==> src/rtl/wb_trace_fifo_pkg.sv <==
// Shared widths, defaults and entry-layout helpers for the write-back trace capture unit.
package wb_trace_fifo_pkg;

    localparam int unsigned DEPTH_DEFAULT = 8;
    localparam int unsigned AW_DEFAULT    = 5;
    localparam int unsigned DW_DEFAULT    = 32;
    localparam int unsigned SW_DEFAULT    = 16;
    localparam int unsigned DROP_W        = 8;
    localparam logic [DROP_W-1:0] DROP_MAX = '1;

    // Packed entry layout, MSB to LSB: {seq, addr, data}
    function automatic int unsigned entry_width(input int unsigned sw,
                                                input int unsigned aw,
                                                input int unsigned dw);
        return sw + aw + dw;
    endfunction

    function automatic int unsigned data_lsb();
        return 0;
    endfunction

    function automatic int unsigned addr_lsb(input int unsigned dw);
        return dw;
    endfunction

    function automatic int unsigned seq_lsb(input int unsigned aw,
                                            input int unsigned dw);
        return aw + dw;
    endfunction

endpackage

==> src/rtl/wb_trace_fifo_sync_fifo.sv <==
// Single-clock FIFO with async reset; accepts a push while full when a pop happens the same cycle.
module sync_fifo #(
    parameter int unsigned WIDTH = 8,
    parameter int unsigned DEPTH = 8
) (
    input  logic             clk,
    input  logic             reset,
    input  logic             push,
    input  logic             pop,
    input  logic [WIDTH-1:0] wr_data,
    output logic [WIDTH-1:0] rd_data,
    output logic             full,
    output logic             empty
);

    localparam int unsigned PW = (DEPTH > 1) ? $clog2(DEPTH) : 1;
    localparam int unsigned CW = PW + 1;

    logic [WIDTH-1:0] mem [DEPTH];
    logic [PW-1:0]    wr_ptr;
    logic [PW-1:0]    rd_ptr;
    logic [PW-1:0]    prev_ptr;
    logic [CW-1:0]    count;
    logic             push_ok;
    logic             pop_ok;

    assign full     = (count == CW'(DEPTH));
    assign empty    = (count == '0);
    assign pop_ok   = pop && !empty;
    assign push_ok  = push && (!full || pop_ok);
    assign prev_ptr = rd_ptr - PW'(1);

    // When empty, the slot behind rd_ptr still holds the last popped entry and
    // cannot be overwritten until a push makes the FIFO non-empty again.
    assign rd_data = empty ? mem[prev_ptr] : mem[rd_ptr];

    always_ff @(posedge clk or posedge reset) begin
        if (reset) begin
            for (int unsigned i = 0; i < DEPTH; i++) begin
                mem[i] <= '0;
            end
            wr_ptr <= '0;
            rd_ptr <= '0;
            count  <= '0;
        end else begin
            if (push_ok) begin
                mem[wr_ptr] <= wr_data;
                wr_ptr      <= wr_ptr + PW'(1);
            end
            if (pop_ok) begin
                rd_ptr <= rd_ptr + PW'(1);
            end
            if (push_ok && !pop_ok) begin
                count <= count + CW'(1);
            end else if (!push_ok && pop_ok) begin
                count <= count - CW'(1);
            end
        end
    end

endmodule

==> src/rtl/wb_trace_fifo.sv <==
// Captures non-zero register write-backs with a sequence number and streams them out via valid/ready.
module wb_trace_fifo
    import wb_trace_fifo_pkg::*;
#(
    parameter int unsigned DEPTH = DEPTH_DEFAULT,
    parameter int unsigned AW    = AW_DEFAULT,
    parameter int unsigned DW    = DW_DEFAULT,
    parameter int unsigned SW    = SW_DEFAULT
) (
    input  logic          clk,
    input  logic          reset,
    input  logic          wb_en,
    input  logic [AW-1:0] wb_addr,
    input  logic [DW-1:0] wb_data,
    output logic          trace_valid,
    input  logic          trace_ready,
    output logic [AW-1:0] trace_addr,
    output logic [DW-1:0] trace_data,
    output logic [SW-1:0] trace_seq,
    output logic [7:0]    drop_count,
    output logic          overflow
);

    localparam int unsigned EW   = entry_width(SW, AW, DW);
    localparam int unsigned D_LO = data_lsb();
    localparam int unsigned A_LO = addr_lsb(DW);
    localparam int unsigned S_LO = seq_lsb(AW, DW);

    logic          capture;
    logic          pop;
    logic          drop;
    logic          full;
    logic          empty;
    logic [SW-1:0] seq_ctr;
    logic [EW-1:0] entry_in;
    logic [EW-1:0] entry_out;

    assign capture  = wb_en && (wb_addr != '0);
    assign pop      = trace_valid && trace_ready;
    assign drop     = capture && full && !pop;
    assign entry_in = {seq_ctr, wb_addr, wb_data};

    sync_fifo #(
        .WIDTH (EW),
        .DEPTH (DEPTH)
    ) u_fifo (
        .clk     (clk),
        .reset   (reset),
        .push    (capture),
        .pop     (pop),
        .wr_data (entry_in),
        .rd_data (entry_out),
        .full    (full),
        .empty   (empty)
    );

    assign trace_valid = !empty;
    assign trace_data  = entry_out[D_LO +: DW];
    assign trace_addr  = entry_out[A_LO +: AW];
    assign trace_seq   = entry_out[S_LO +: SW];

    // Dropped captures still consume a number so consumers can see the gap.
    always_ff @(posedge clk or posedge reset) begin
        if (reset) begin
            seq_ctr <= '0;
        end else if (capture) begin
            seq_ctr <= seq_ctr + SW'(1);
        end
    end

    always_ff @(posedge clk or posedge reset) begin
        if (reset) begin
            drop_count <= '0;
            overflow   <= 1'b0;
        end else if (drop) begin
            overflow <= 1'b1;
            if (drop_count != DROP_MAX) begin
                drop_count <= drop_count + 8'd1;
            end
        end
    end

endmodule
==> config.mk <==
export PLATFORM = sky130hd
export DESIGN_NAME = wb_trace_fifo
export DESIGN_NICKNAME = d
export VERILOG_FILES = /design/src/rtl/wb_trace_fifo_pkg.sv /design/src/rtl/wb_trace_fifo_sync_fifo.sv /design/src/rtl/wb_trace_fifo.sv
export SDC_FILE = /design/constraint.sdc
export NUM_CORES = 1
export LEC_CHECK = 0
export CORE_MARGIN = 2
export CORE_UTILIZATION = 55
export DETAILED_ROUTE_END_ITERATION = 16
export PLACE_DENSITY = 0.73
export SYNTH_ARGS = -nofsm -noshare
export SYNTH_HDL_FRONTEND = slang
export SYNTH_SLANG_ARGS = --single-unit
==> constraint.sdc <==
create_clock -name clk -period 31.1 [get_ports clk]
set_input_delay 3.11 -clock clk [delete_from_list [all_inputs] [get_ports clk]]
set_output_delay 3.11 -clock clk [all_outputs]
set_load 0.02 [all_outputs]
### Word-level counts from Yosys, hierarchy flattened

Cells that the tools add are included.

* register bits after elaboration: 459
* bits in latches: 0
* bits in writable memories: 0
* bits in read-only memories: 0
* output and inout port bits: 63
* word-level logic and storage cells: 61
* memories kept: 0

* add/subtract/negate cells: 7
* $mul: 0
* divide/modulo/power cells: 0
* $lt $le $gt $ge: 4
* eq/ne operators: 2
* shift-type cells: 0
* mux-type cells: 12
* bitwise gates (word level): 3
* reduce and logical (&&, ||, !) cells: 19

Operator list (count)
* 424-bit bitwise mux: 1
* 53-bit binary-select mux with 3-bit select: 2
* 53-bit 2-to-1 mux: 6
* 53-bit demux with 3-bit select: 1
* 16-bit by 1-bit adder with 16-bit output (second input constant): 1
* 4-bit greater-or-equal comparator (second input constant): 3
* 3-bit inverter with 4-bit output: 3
* 1-bit logical AND: 9
* 8-bit by 1-bit adder with 8-bit output (second input constant): 1
* 4-bit 2-to-1 mux: 2
* 8-bit != test (second input constant): 1
* 3-bit by 1-bit adder with 3-bit output (second input constant): 2
* 1-bit logical NOT: 5
* 5-bit nonzero test: 1
* 4-bit by 1-bit adder with 4-bit output (second input constant): 1
* 4-bit == test (second input constant): 1
* 4-bit logical NOT: 1
* 4-bit by 1-bit less-than comparator with 1-bit output (second input constant): 1
* 4-bit by 1-bit subtractor with 4-bit output (second input constant): 1
* 3-bit by 1-bit subtractor with 3-bit output (second input constant): 1
* 2-bit AND reduction: 1
* 2-bit nonzero test: 1
* 1-bit logical OR: 1

### Depth between registers and ports, before layout

Gate-level depths: netlist (run 1).

* word-level depth: 10
* mapped depth: 12
* mapped depth without buffers: 10

### Hierarchy

From an unflattened synthesis (run 1), not the netlist that was laid out.

* cell total of the unflattened synthesis: 1510
* area total of the unflattened synthesis: 23553.8 sq um

By module, submodules not included
* sync_fifo: times used 1, cells an instance 1406, area each 22370.2 sq um, sequential area each 10860.4 sq um
* wb_trace_fifo: times used 1, cells an instance 104, area each 1183.6 sq um, sequential area each 625.6 sq um

### Worst setup path before layout (run 1)

OpenSTA, ideal clock, no wires.

* kind: reg2out
* start point: reg u_fifo.rd_ptr[0]
* end point: out trace_data[10]
* arrival: 3.106 ns
* required time: 27.990 ns
* setup slack: 24.884 ns
* stages on the path, launching flop included: 12
* buffers on the path: 6
* path through: dfrtp_1 -> clkbuf_1 -> buf_2 -> clkbuf_1 -> buf_2 -> inv_1 -> ha_1 -> buf_2 -> clkbuf_1 -> mux4_2 -> o22ai_1 -> nor2_1

* cells in the longest elaborated chain, start to end: 6

Ends and longest elaborated chain
* start: declaration: RTL line wb_trace_fifo_sync_fifo.sv:21 `logic [PW-1:0] rd_ptr;`
* start signal: assignment: RTL line wb_trace_fifo_sync_fifo.sv:51 `rd_ptr <= rd_ptr + PW'(1);`
* 3-bit by 1-bit subtractor with 3-bit output: RTL line wb_trace_fifo_sync_fifo.sv:31 `assign prev_ptr = rd_ptr - PW'(1);`
* via u_fifo.prev_ptr[0]: RTL line wb_trace_fifo_sync_fifo.sv:22 `logic [PW-1:0] prev_ptr;`
* 3-bit inverter with 4-bit output (implied by the code): RTL line wb_trace_fifo_sync_fifo.sv:35 `assign rd_data = empty ? mem[prev_ptr] : mem[rd_ptr];`
* 53-bit binary-select mux with 3-bit select: RTL line wb_trace_fifo_sync_fifo.sv:35
* 53-bit 2-to-1 mux (implied by the code) (2 in series): RTL line wb_trace_fifo_sync_fifo.sv:35
* 53-bit 2-to-1 mux: RTL line wb_trace_fifo_sync_fifo.sv:35
* end: declaration: RTL line wb_trace_fifo.sv:18 `output logic [DW-1:0] trace_data,`

The timed path passes the listed nets, and every way through them passes these cells. The select of a mux whose other input is x is not followed.

### Worst setup path in the final report (run 1)

* start point: reg u_fifo.rd_ptr[1]
* end point: out trace_seq[0]

* cells in the longest elaborated chain, start to end: 6

Ends and longest elaborated chain
* 3-bit by 1-bit subtractor with 3-bit output: RTL line wb_trace_fifo_sync_fifo.sv:31
* 3-bit inverter with 4-bit output (implied by the code): RTL line wb_trace_fifo_sync_fifo.sv:35
* 53-bit binary-select mux with 3-bit select: RTL line wb_trace_fifo_sync_fifo.sv:35
* 53-bit 2-to-1 mux (implied by the code) (2 in series): RTL line wb_trace_fifo_sync_fifo.sv:35
* 53-bit 2-to-1 mux *: RTL line wb_trace_fifo_sync_fifo.sv:35
* end: declaration: RTL line wb_trace_fifo.sv:19 `output logic [SW-1:0] trace_seq,`

Every way passes the cells marked *; elsewhere a longest branch is shown, timed or not. The select of a mux whose other input is x is not followed.

==> results of run 1 <==
through the flow:
| stage | worst slack [ps] | instance area [um^2] |
|---|---|---|
| after global routing | 22320 | 26500 |
| after detailed placement | 23190 | 24900 |
| after global placement | 23250 | 24900 |
| final | 22690 | 26500 |
| after floorplan | 15190 | 23700 |
| after CTS | 22540 | 26500 |
Yosys cell counts, types with 2 or more instances:
cell type / n
nor3_1: 5
nand3_1: 12
ha_1: 8
dfrtp_1: 459
mux2_4: 22
nand2b_1: 4
and4_1: 3
inv_1: 7
xor2_1: 7
buf_2: 35
xnor2_1: 21
a21oi_1: 3
clkbuf_1: 45
nor4_4: 2
buf_6: 26
buf_4: 4
a21o_1: 2
nor4_1: 5
o21ai_0: 2
nor2_1: 55
mux4_2: 212
o22ai_1: 106
a31oi_1: 2
nand2_1: 15
nand4_1: 4
mux2_1: 39
mux2_2: 367
buf_1: 26
or4_1: 4
and3_1: 8
kinds of logic after synthesis:
family / share of synthesized area
compound gates: 0.0319
flops: 0.484
simple gates: 0.0264
mux: 0.409
buf+inv: 0.0334
xor+xnor: 0.0103
fa+ha+maj: 0.00507
worst max-delay path by stage:
stage	endpoint	slack (ps)	depth (start not counted)
floorplan	drop_count[0]	15190	1
global placement	trace_seq[0]	23250	7
detailed placement	trace_seq[0]	23190	7
CTS	trace_seq[0]	22540	7
global route	trace_seq[0]	22320	7
finish	trace_seq[0]	22690	7
sequential cells by signal (all words and copies together), names as in the netlist:
register       cells
seq_ctr           16
u_fifo.rd_ptr      3
u_fifo.count       4
u_fifo.mem       424
drop_count         8
overflow           1
u_fifo.wr_ptr      3
final cells by class:
class                           instances  area [um^2]
Antenna cell                            2         5.00
Clock buffer                           74         1460
Clock inverter                         16          154
Fill cell                            3155        16300
Inverter                                7         33.8
Multi-Input combinational cell        919        11500
Sequential cell                       459        11500
Tap cell                              546          683
Timing Repair Buffer                  121         1180
report_power, final:
group	leakage [nW]	total, mW	switching, mW	internal (mW)
clock	0.796	0.583	0.242	0.341
sequential	5.73	1.06	0.221	0.836
combinational	4.56	1.55	0.680	0.869
total	11.1	3.19	1.14	2.05
per-layer routing:
layer  GRT usage  routed length (um)  vias to the layer above
met5           0                  13                        -
met4      0.0729                1060                        2
met3      0.0418                3270                       78
met2       0.415               27100                      484
met1       0.367               23700                     7768
li1            -                   -                     5997
critical path: cells and delay by family (launching register included):
family	cells	cell delay (ps)
buffers and inverters	3	1740
AND/OR/NAND/NOR	1	360
AO/OA/AOI/OAI	1	80
adder cells (fa/ha/maj)	1	1010
multiplexers	1	380
flip-flops	1	1090
==> impl_metrics.ini, run 1 <==
[critical_path]
r2r_end = u_fifo.mem[175]
ff2ff_setup_slack_ps = 27830
critPathArrivalTime_ps = 5300
cp-end-kind = output port
cp.required_ps = 27990
slowest_delay_ps = 1090
worst_path_max_delay_cell = dfrtp_4
worstRegToRegCells = 5
crit_path_start = u_fifo.rd_ptr[1]
timing.rr.start = u_fifo.count[0]
cp-start-kind = flip-flop
worst-path-max-fanout = 58
path_cells = inv_1 > ha_4 > buf_4 > mux4_2 > o22ai_1 > nor2_1 > clkdlybuf4s50_1
critPathKind = reg -> out

[die]
initial_utilization = 0.554
die_h_um = 212
num_rows = 76
io_pins = 104
chipWidth_um = 212
core_area_um2 = 42800
dieArea_um2 = 44800

[worst_hold_path]
min_path_type = reg -> reg
whs_path_depth = 1
hp-start = overflow
worstHoldEndpoint = overflow

[synthesis]
ys.warnings.count = 0
syn_inst = 1521
yosys.area.top_type_share = 0.484
synth_edf_count = 0
async_flop_share = 1.00
synth_nets = 1571
synth.ff_latch_count = 459
synth.area.top_cells = dfrtp_1 (48%), mux4_2 (20%), mux2_2 (17%), o22ai_1 (2.8%), mux2_1 (1.9%)
synthDistinctLibCells = 41
synth_seq_area_share = 0.484
synth_area_um2 = 23700
synthFlopType = dfrtp_1
postSynthAreaPerCell_um2 = 15.6
yosysTopAreaCell = dfrtp_1

[global_route]
grt_pass1_wl_um = 88400
grt_pass1_vias = 15201
grt_start_max_net_pins = 192
overflow = 0
gr-usage-all-layers = 0.257
grt_antenna_before_repair = 2

[drt]
drc = 0
drtIter0Drc = 1243
dr.pass1.iters = 5
drt_wl_total_um = 55100
wire_per_inst_um = 25.7
antenna_left = 0
viasPerCell = 6.68
route.vias.total = 14329

[placed_design]
gp_congestion = 0.741
dp_cells = 2052
io_buffers = 103
hpwl_um = 29800

[clock_network]
clk_pin_slew_ps = 60
numCtsBuffers = 50
cts_resized = 0
cts_hold_repair.buffers = 0
cts_max_level = 2
tritoncts = done
cts_setup_buffers = 0
cts-root-buf = clkbuf_16
worst_skew_pair.late_latency_ps = 600
cts_max_path_buffers = 3
cts.sink_count = 459

[power]
power_density_nw_per_um2 = 120
power.total_mw = 3.19
cellLeakagePower_nw = 11.1
ir_worst_vdd_mv = 0.0890

[job]
max-cap-violations = 0

[timing]
holdWs_ps = 465
period_minus_slack_ps = 8410
fmax_mhz = 119
worstMarginPinSlew_ps = 1160
hold_viol = 0
slew_headroom = 0.228
fin_crit_sh = 0.271
report.final.slew_viol_count = 0
rsz0062_at_grt = no
setup_tns_ps = 0
report.final.setup_viol = 0
clock_skew_ps = 23.7

[layout]
drive_above_1_share = 0.448
final_cell_mix = dfrtp_1 (457), mux2_2 (367), mux4_2 (212)
finalCoreUtilization = 0.619
stdcell_count = 2144
syn_to_final_growth_pct = 11.7
fin_nets = 1608
mostFrequentLayoutCell = dfrtp_1

[status]
status = finished, final reports clean
Note: power is estimated with default switching activity, not from simulation.
==> run 2, diff against run 1 <==
--- a/config.mk
+++ b/config.mk
@@ -8,7 +8,7 @@
 export CORE_MARGIN = 2
 export CORE_UTILIZATION = 55
 export DETAILED_ROUTE_END_ITERATION = 16
-export PLACE_DENSITY = 0.73
+export PLACE_DENSITY = 0.76
 export SYNTH_ARGS = -nofsm -noshare
 export SYNTH_HDL_FRONTEND = slang
 export SYNTH_SLANG_ARGS = --single-unit
==> constraint.sdc (replaced) <==
create_clock -name clk -period 7.6 [get_ports clk]
set_input_delay 0.76 -clock clk [delete_from_list [all_inputs] [get_ports clk]]
set_output_delay 0.76 -clock clk [all_outputs]
set_load 0.02 [all_outputs]
==> run 2 against run 1 <==
  * Non-clock buffer count up 2
  * Via count down 0.19%
  * Clock skew down 9.5 ps
  * Combinational power rose to 4.1 times the previous value
  * Clock power rose to 4.2 times the previous value
  * Die area unchanged
  * Total power rose to 4.1 times the previous value
  * Routed wire length down 1.2%
  * First-iteration DRC count up 7.0%
  * Flip-flop and latch count unchanged
  * Largest cell class unchanged
==> impl_metrics.ini, run 2 (synthesis gave the netlist of run 1 again) <==
[status]
status = finished, final reports clean

[drt]
drt_wl_total_um = 54500
drc = 0
route.vias.total = 14302
viasPerCell = 6.68
drtIter0Drc = 1330
antenna_left = 0
dr.pass1.iters = 5
wire_per_inst_um = 25.4

[die]
dieArea_um2 = 44800
chipWidth_um = 212
core_area_um2 = 42800
die_h_um = 212
num_rows = 76
io_pins = 104
initial_utilization = 0.554

[layout]
stdcell_count = 2141
fillCellCount = 3128
syn_to_final_growth_pct = 11.9
final_cell_mix = dfrtp_1 (457), mux2_2 (367), mux4_2 (212)
drive_above_1_share = 0.447
mostFrequentLayoutCell = dfrtp_1
largest-register = u_fifo.mem
finish.instance_area_um2 = 26500
fin_nets = 1610
largest_reg_flops = 424
reg.largest.list = u_fifo.mem x424, seq_ctr x16, drop_count x8

[clock_network]
worst_skew_pair.late_latency_ps = 590
cts.sink_count = 459
cts_resized = 0
cts-root-buf = clkbuf_16
cts_hold_repair.buffers = 0
cts_max_path_buffers = 3
tritoncts = done
clk_pin_slew_ps = 60
numCtsBuffers = 50
cts_max_level = 2
cts_setup_buffers = 0

[placed_design]
dp_cells = 2054
hpwl_um = 29500
postPlaceCellArea_um2 = 24900
gp_congestion = 0.759
io_buffers = 103

[critical_path]
critPathKind = reg -> out
timing.rr.start = u_fifo.count[3]
r2r_end = u_fifo.count[3]
worstRegToRegCells = 9
crit_path_start = u_fifo.rd_ptr[1]
cp-end-kind = output port
cp.required_ps = 6840
ff2ff_setup_slack_ps = 4470
worst-path-max-fanout = 60
critPathArrivalTime_ps = 4740
cp-start-kind = flip-flop

[timing]
report.final.slew_viol_count = 0
hold_viol = 0
setup_tns_ps = 0
fmax_mhz = 182
slew_headroom = 0.241
worstMarginPinSlew_ps = 1140
report.final.setup_viol = 0
rsz0062_at_grt = no
fin_crit_sh = 0.723
period_minus_slack_ps = 5500
clock_skew_ps = 14.1

[power]
ir_worst_vdd_mv = 0.264
power_density_nw_per_um2 = 495
cellLeakagePower_nw = 11.1
power.total_mw = 13.1

[global_route]
grt_pass1_vias = 15287
grt_start_max_net_pins = 171
grt_antenna_before_repair = 3
overflow = 0
grt_pass1_wl_um = 87200
gr-usage-all-layers = 0.253

[job]
max-cap-violations = 0

[worst_hold_path]
whs_path_depth = 1
min_path_type = reg -> reg
worstHoldEndpoint = overflow
hp-start = overflow
[run 2: cell count changes in the layout (fill, tap and decap cells not counted), sizes merged]
cell / delta
buf: +2
bufinv: +1
clkbuf: -1
clkinv: -3
clkinvlp: +1
diode: -1
inv: -2
[run 2: how the worst max path moves through the flow]
stage,cells after the start,slack [ps],to
final,8,2100,trace_seq[3]
after floorplan,1,630,drop_count[0]
after global placement,7,2740,trace_data[28]
after detailed placement,7,2750,trace_data[28]
after CTS,7,2110,trace_data[28]
after global routing,6,1860,trace_data[14]
[run 2: layout make-up]
class	instances	area [um^2]	area share
diodes	1	2.50	0.0000943
clock buffers	73	1480	0.0558
clock inverters	13	151	0.00571
inverters	7	30.0	0.00113
multi-input cells	919	11500	0.433
flip-flops and latches	459	11500	0.433
well taps	546	683	0.0258
repair buffers	123	1210	0.0455
[run 2: worst max-delay path: stages (launching register included)]
cell and delay (ps):
dfrtp_4 1150, inv_1 190, ha_4 220, xnor2_1 190, nand2b_2 510, buf_4 630
o22ai_1 180, nor2_1 320, clkdlybuf4s50_1 680
[run 2: per-stage QoR]
stage	hold slack (ps)	setup WS [ps]	utilization
3_3_place_gp	466	2740	0.582
3_5_place_dp	471	2750	0.582
6_report	485	2100	0.620
4_1_cts	490	2110	0.620
5_1_grt	512	1860	0.620
2_1_floorplan	470	629	-
[run 2: layer usage]
layer	track usage	vias to the layer above	wire length [um]
li1	-	6009	-
met5	0	-	22
met2	0.406	443	26700
met4	0.0607	4	1140
met3	0.0530	104	3160
met1	0.358	7742	23500
[run 2: where the power goes]
group          switching [mW]  leakage [nW]  internal, mW  total [mW]
combinational            2.80          4.57          3.57        6.37
clock                   0.984         0.801          1.45        2.43
sequential              0.898          5.73          3.42        4.32
total                    4.69          11.1          8.44        13.1
==> run 3, diff against run 2 <==
--- a/config.mk
+++ b/config.mk
@@ -8,7 +8,7 @@
 export CORE_MARGIN = 2
 export CORE_UTILIZATION = 55
 export DETAILED_ROUTE_END_ITERATION = 16
-export PLACE_DENSITY = 0.76
+export PLACE_DENSITY = 0.73
 export SYNTH_ARGS = -nofsm -noshare
 export SYNTH_HDL_FRONTEND = slang
 export SYNTH_SLANG_ARGS = --single-unit
==> constraint.sdc (replaced) <==
create_clock -name clk -period 5.5 [get_ports clk]
set_input_delay 0.55 -clock clk [delete_from_list [all_inputs] [get_ports clk]]
set_output_delay 0.55 -clock clk [all_outputs]
set_load 0.02 [all_outputs]
==> run 3 against run 2 <==
  * Combinational power increased by 40%
  * Largest power group unchanged
  * Die area did not move
  * Largest cell class unchanged
  * Count of clock-buffer cells in the layout increased by 4
  * Hold slack lost 130 ps
==> impl_metrics.ini, run 3 (synthesis gave the netlist of run 1 again) <==
[clock_network]
cts_setup_buffers = 0
numCtsBuffers = 49
cts_max_level = 2
cts_hold_repair.buffers = 0
cts_max_path_buffers = 3
cts-root-buf = clkbuf_16
tritoncts = done
clk_pin_slew_ps = 60
cts_resized = 0
cts.sink_count = 459
worst_skew_pair.late_latency_ps = 590

[timing]
clock_skew_ps = 19.2
holdWs_ps = 352
hold_viol = 0
worstMarginPinSlew_ps = 1130
fin_crit_sh = 0.862
report.final.slew_viol_count = 0
period_minus_slack_ps = 4740
slew_headroom = 0.244
fmax_mhz = 211
rsz0062_at_grt = no
report.final.setup_viol = 0

[global_route]
grt_start_max_net_pins = 182
grt_pass1_vias = 15243
overflow = 0
grt_antenna_before_repair = 1
gr-usage-all-layers = 0.256
grt_pass1_wl_um = 87900

[die]
core_area_um2 = 42800
io_pins = 104
dieArea_um2 = 44800
initial_utilization = 0.554
num_rows = 76
die_h_um = 212
chipWidth_um = 212

[critical_path]
path_cells = nor4_1 > inv_1 > nand2_2 > buf_4 > o22ai_1 > nor2_1 > clkdlybuf4s50_1
critPathKind = reg -> out
crit_family = simple AND/OR/NAND/NOR gates
critPathArrivalTime_ps = 4190
cp-start-kind = flip-flop
worst_path_max_delay_cell = clkdlybuf4s50_1
worst-path-max-fanout = 23
slowest_delay_ps = 700
cp-end-kind = output port
cp_num_buf_inv = 3
cp.required_ps = 4950

[layout]
fillCellCount = 3162
final_cell_mix = dfrtp_1 (457), mux2_2 (367), mux4_2 (212)
fin_nets = 1614
syn_to_final_growth_pct = 12.2
drive_above_1_share = 0.450
multiInputGateArea_um2 = 11500
reg.largest.list = u_fifo.mem x424, seq_ctr x16, drop_count x8
finish.instance_area_um2 = 26600
largest-register = u_fifo.mem
largest_reg_flops = 424
mostFrequentLayoutCell = dfrtp_1
diodes = 0
regArea_um2 = 11500

[status]
status = finished, final reports clean

[drt]
dr.pass1.iters = 7
wire_per_inst_um = 25.6
drc = 0
drtIter0Drc = 1319
antenna_left = 0
route.vias.total = 14248
viasPerCell = 6.64
drt_wl_total_um = 54900

[power]
power_density_nw_per_um2 = 683
cellLeakagePower_nw = 11.1
ir_worst_vdd_mv = 0.384
power.total_mw = 18.2

[placed_design]
hpwl_um = 30000
gp_congestion = 0.740
io_buffers = 103
postPlaceCellArea_um2 = 25000

[worst_hold_path]
min_path_type = in -> async

[job]
max-cap-violations = 0
## run 3: changes by cell type in the layout (fill, tap and decap cells not counted), sizes merged
cell and change:
clkinvlp -2, clkbuf +4, diode -1, clkinv -2
buf +5
## run 3: per-stage QoR
step	setup WS (ps)	std cells	util	setup TNS, ps
after detailed placement	1370	2059	0.583	0
after floorplan	-1260	1521	-	-578800
final	759	2145	0.622	0
after global routing	475	2145	0.622	0
after global placement	1430	2059	0.583	0
after CTS	712	2145	0.622	0
## run 3: routing by layer
| metal | part of all wire | global-route usage | routed length, um |
|---|---|---|---|
| met5 | 0.00013 | 0 | 7 |
| met4 | 0.017 | 0.0546 | 920 |
| met3 | 0.059 | 0.0503 | 3270 |
| met2 | 0.49 | 0.410 | 26700 |
| met1 | 0.44 | 0.369 | 24000 |
## run 3: cell type report
class | instances | share of cell area
Sequential cell | 459 | 0.432
Multi-Input combinational cell | 919 | 0.431
Clock buffer | 77 | 0.0576
Timing Repair Buffer | 128 | 0.0477
Tap cell | 546 | 0.0257
Clock inverter | 9 | 0.00465
Inverter | 7 | 0.00113
## run 3: worst paths after layout
path / from / slack [ps] / to / cells past startpoint
max in group asynchronous: reset / 3720 / u_fifo.rd_ptr[1] / 3
min reg2reg: overflow / 470 / overflow / 1
min in group clk: overflow / 470 / overflow / 1
min: reset / 350 / u_fifo.mem[50] / 2
max reg2reg: u_fifo.count[3] / 2260 / u_fifo.count[3] / 9
max: u_fifo.count[3] / 760 / trace_seq[3] / 7
## run 3: power breakdown
| part | switching (mW) | internal, mW |
|---|---|---|
| logic | 3.96 | 4.96 |
| clock network | 1.34 | 2.04 |
| registers | 1.14 | 4.73 |
## run 3: worst register-to-register path: stages (launching register included)
cell	delay (ps)
dfrtp_1	440
nor4_1	680
inv_1	260
nand2_1	220
ha_1	240
inv_1	130
ha_1	290
a21o_1	210
a2111oi_0	500
o31ai_1	150
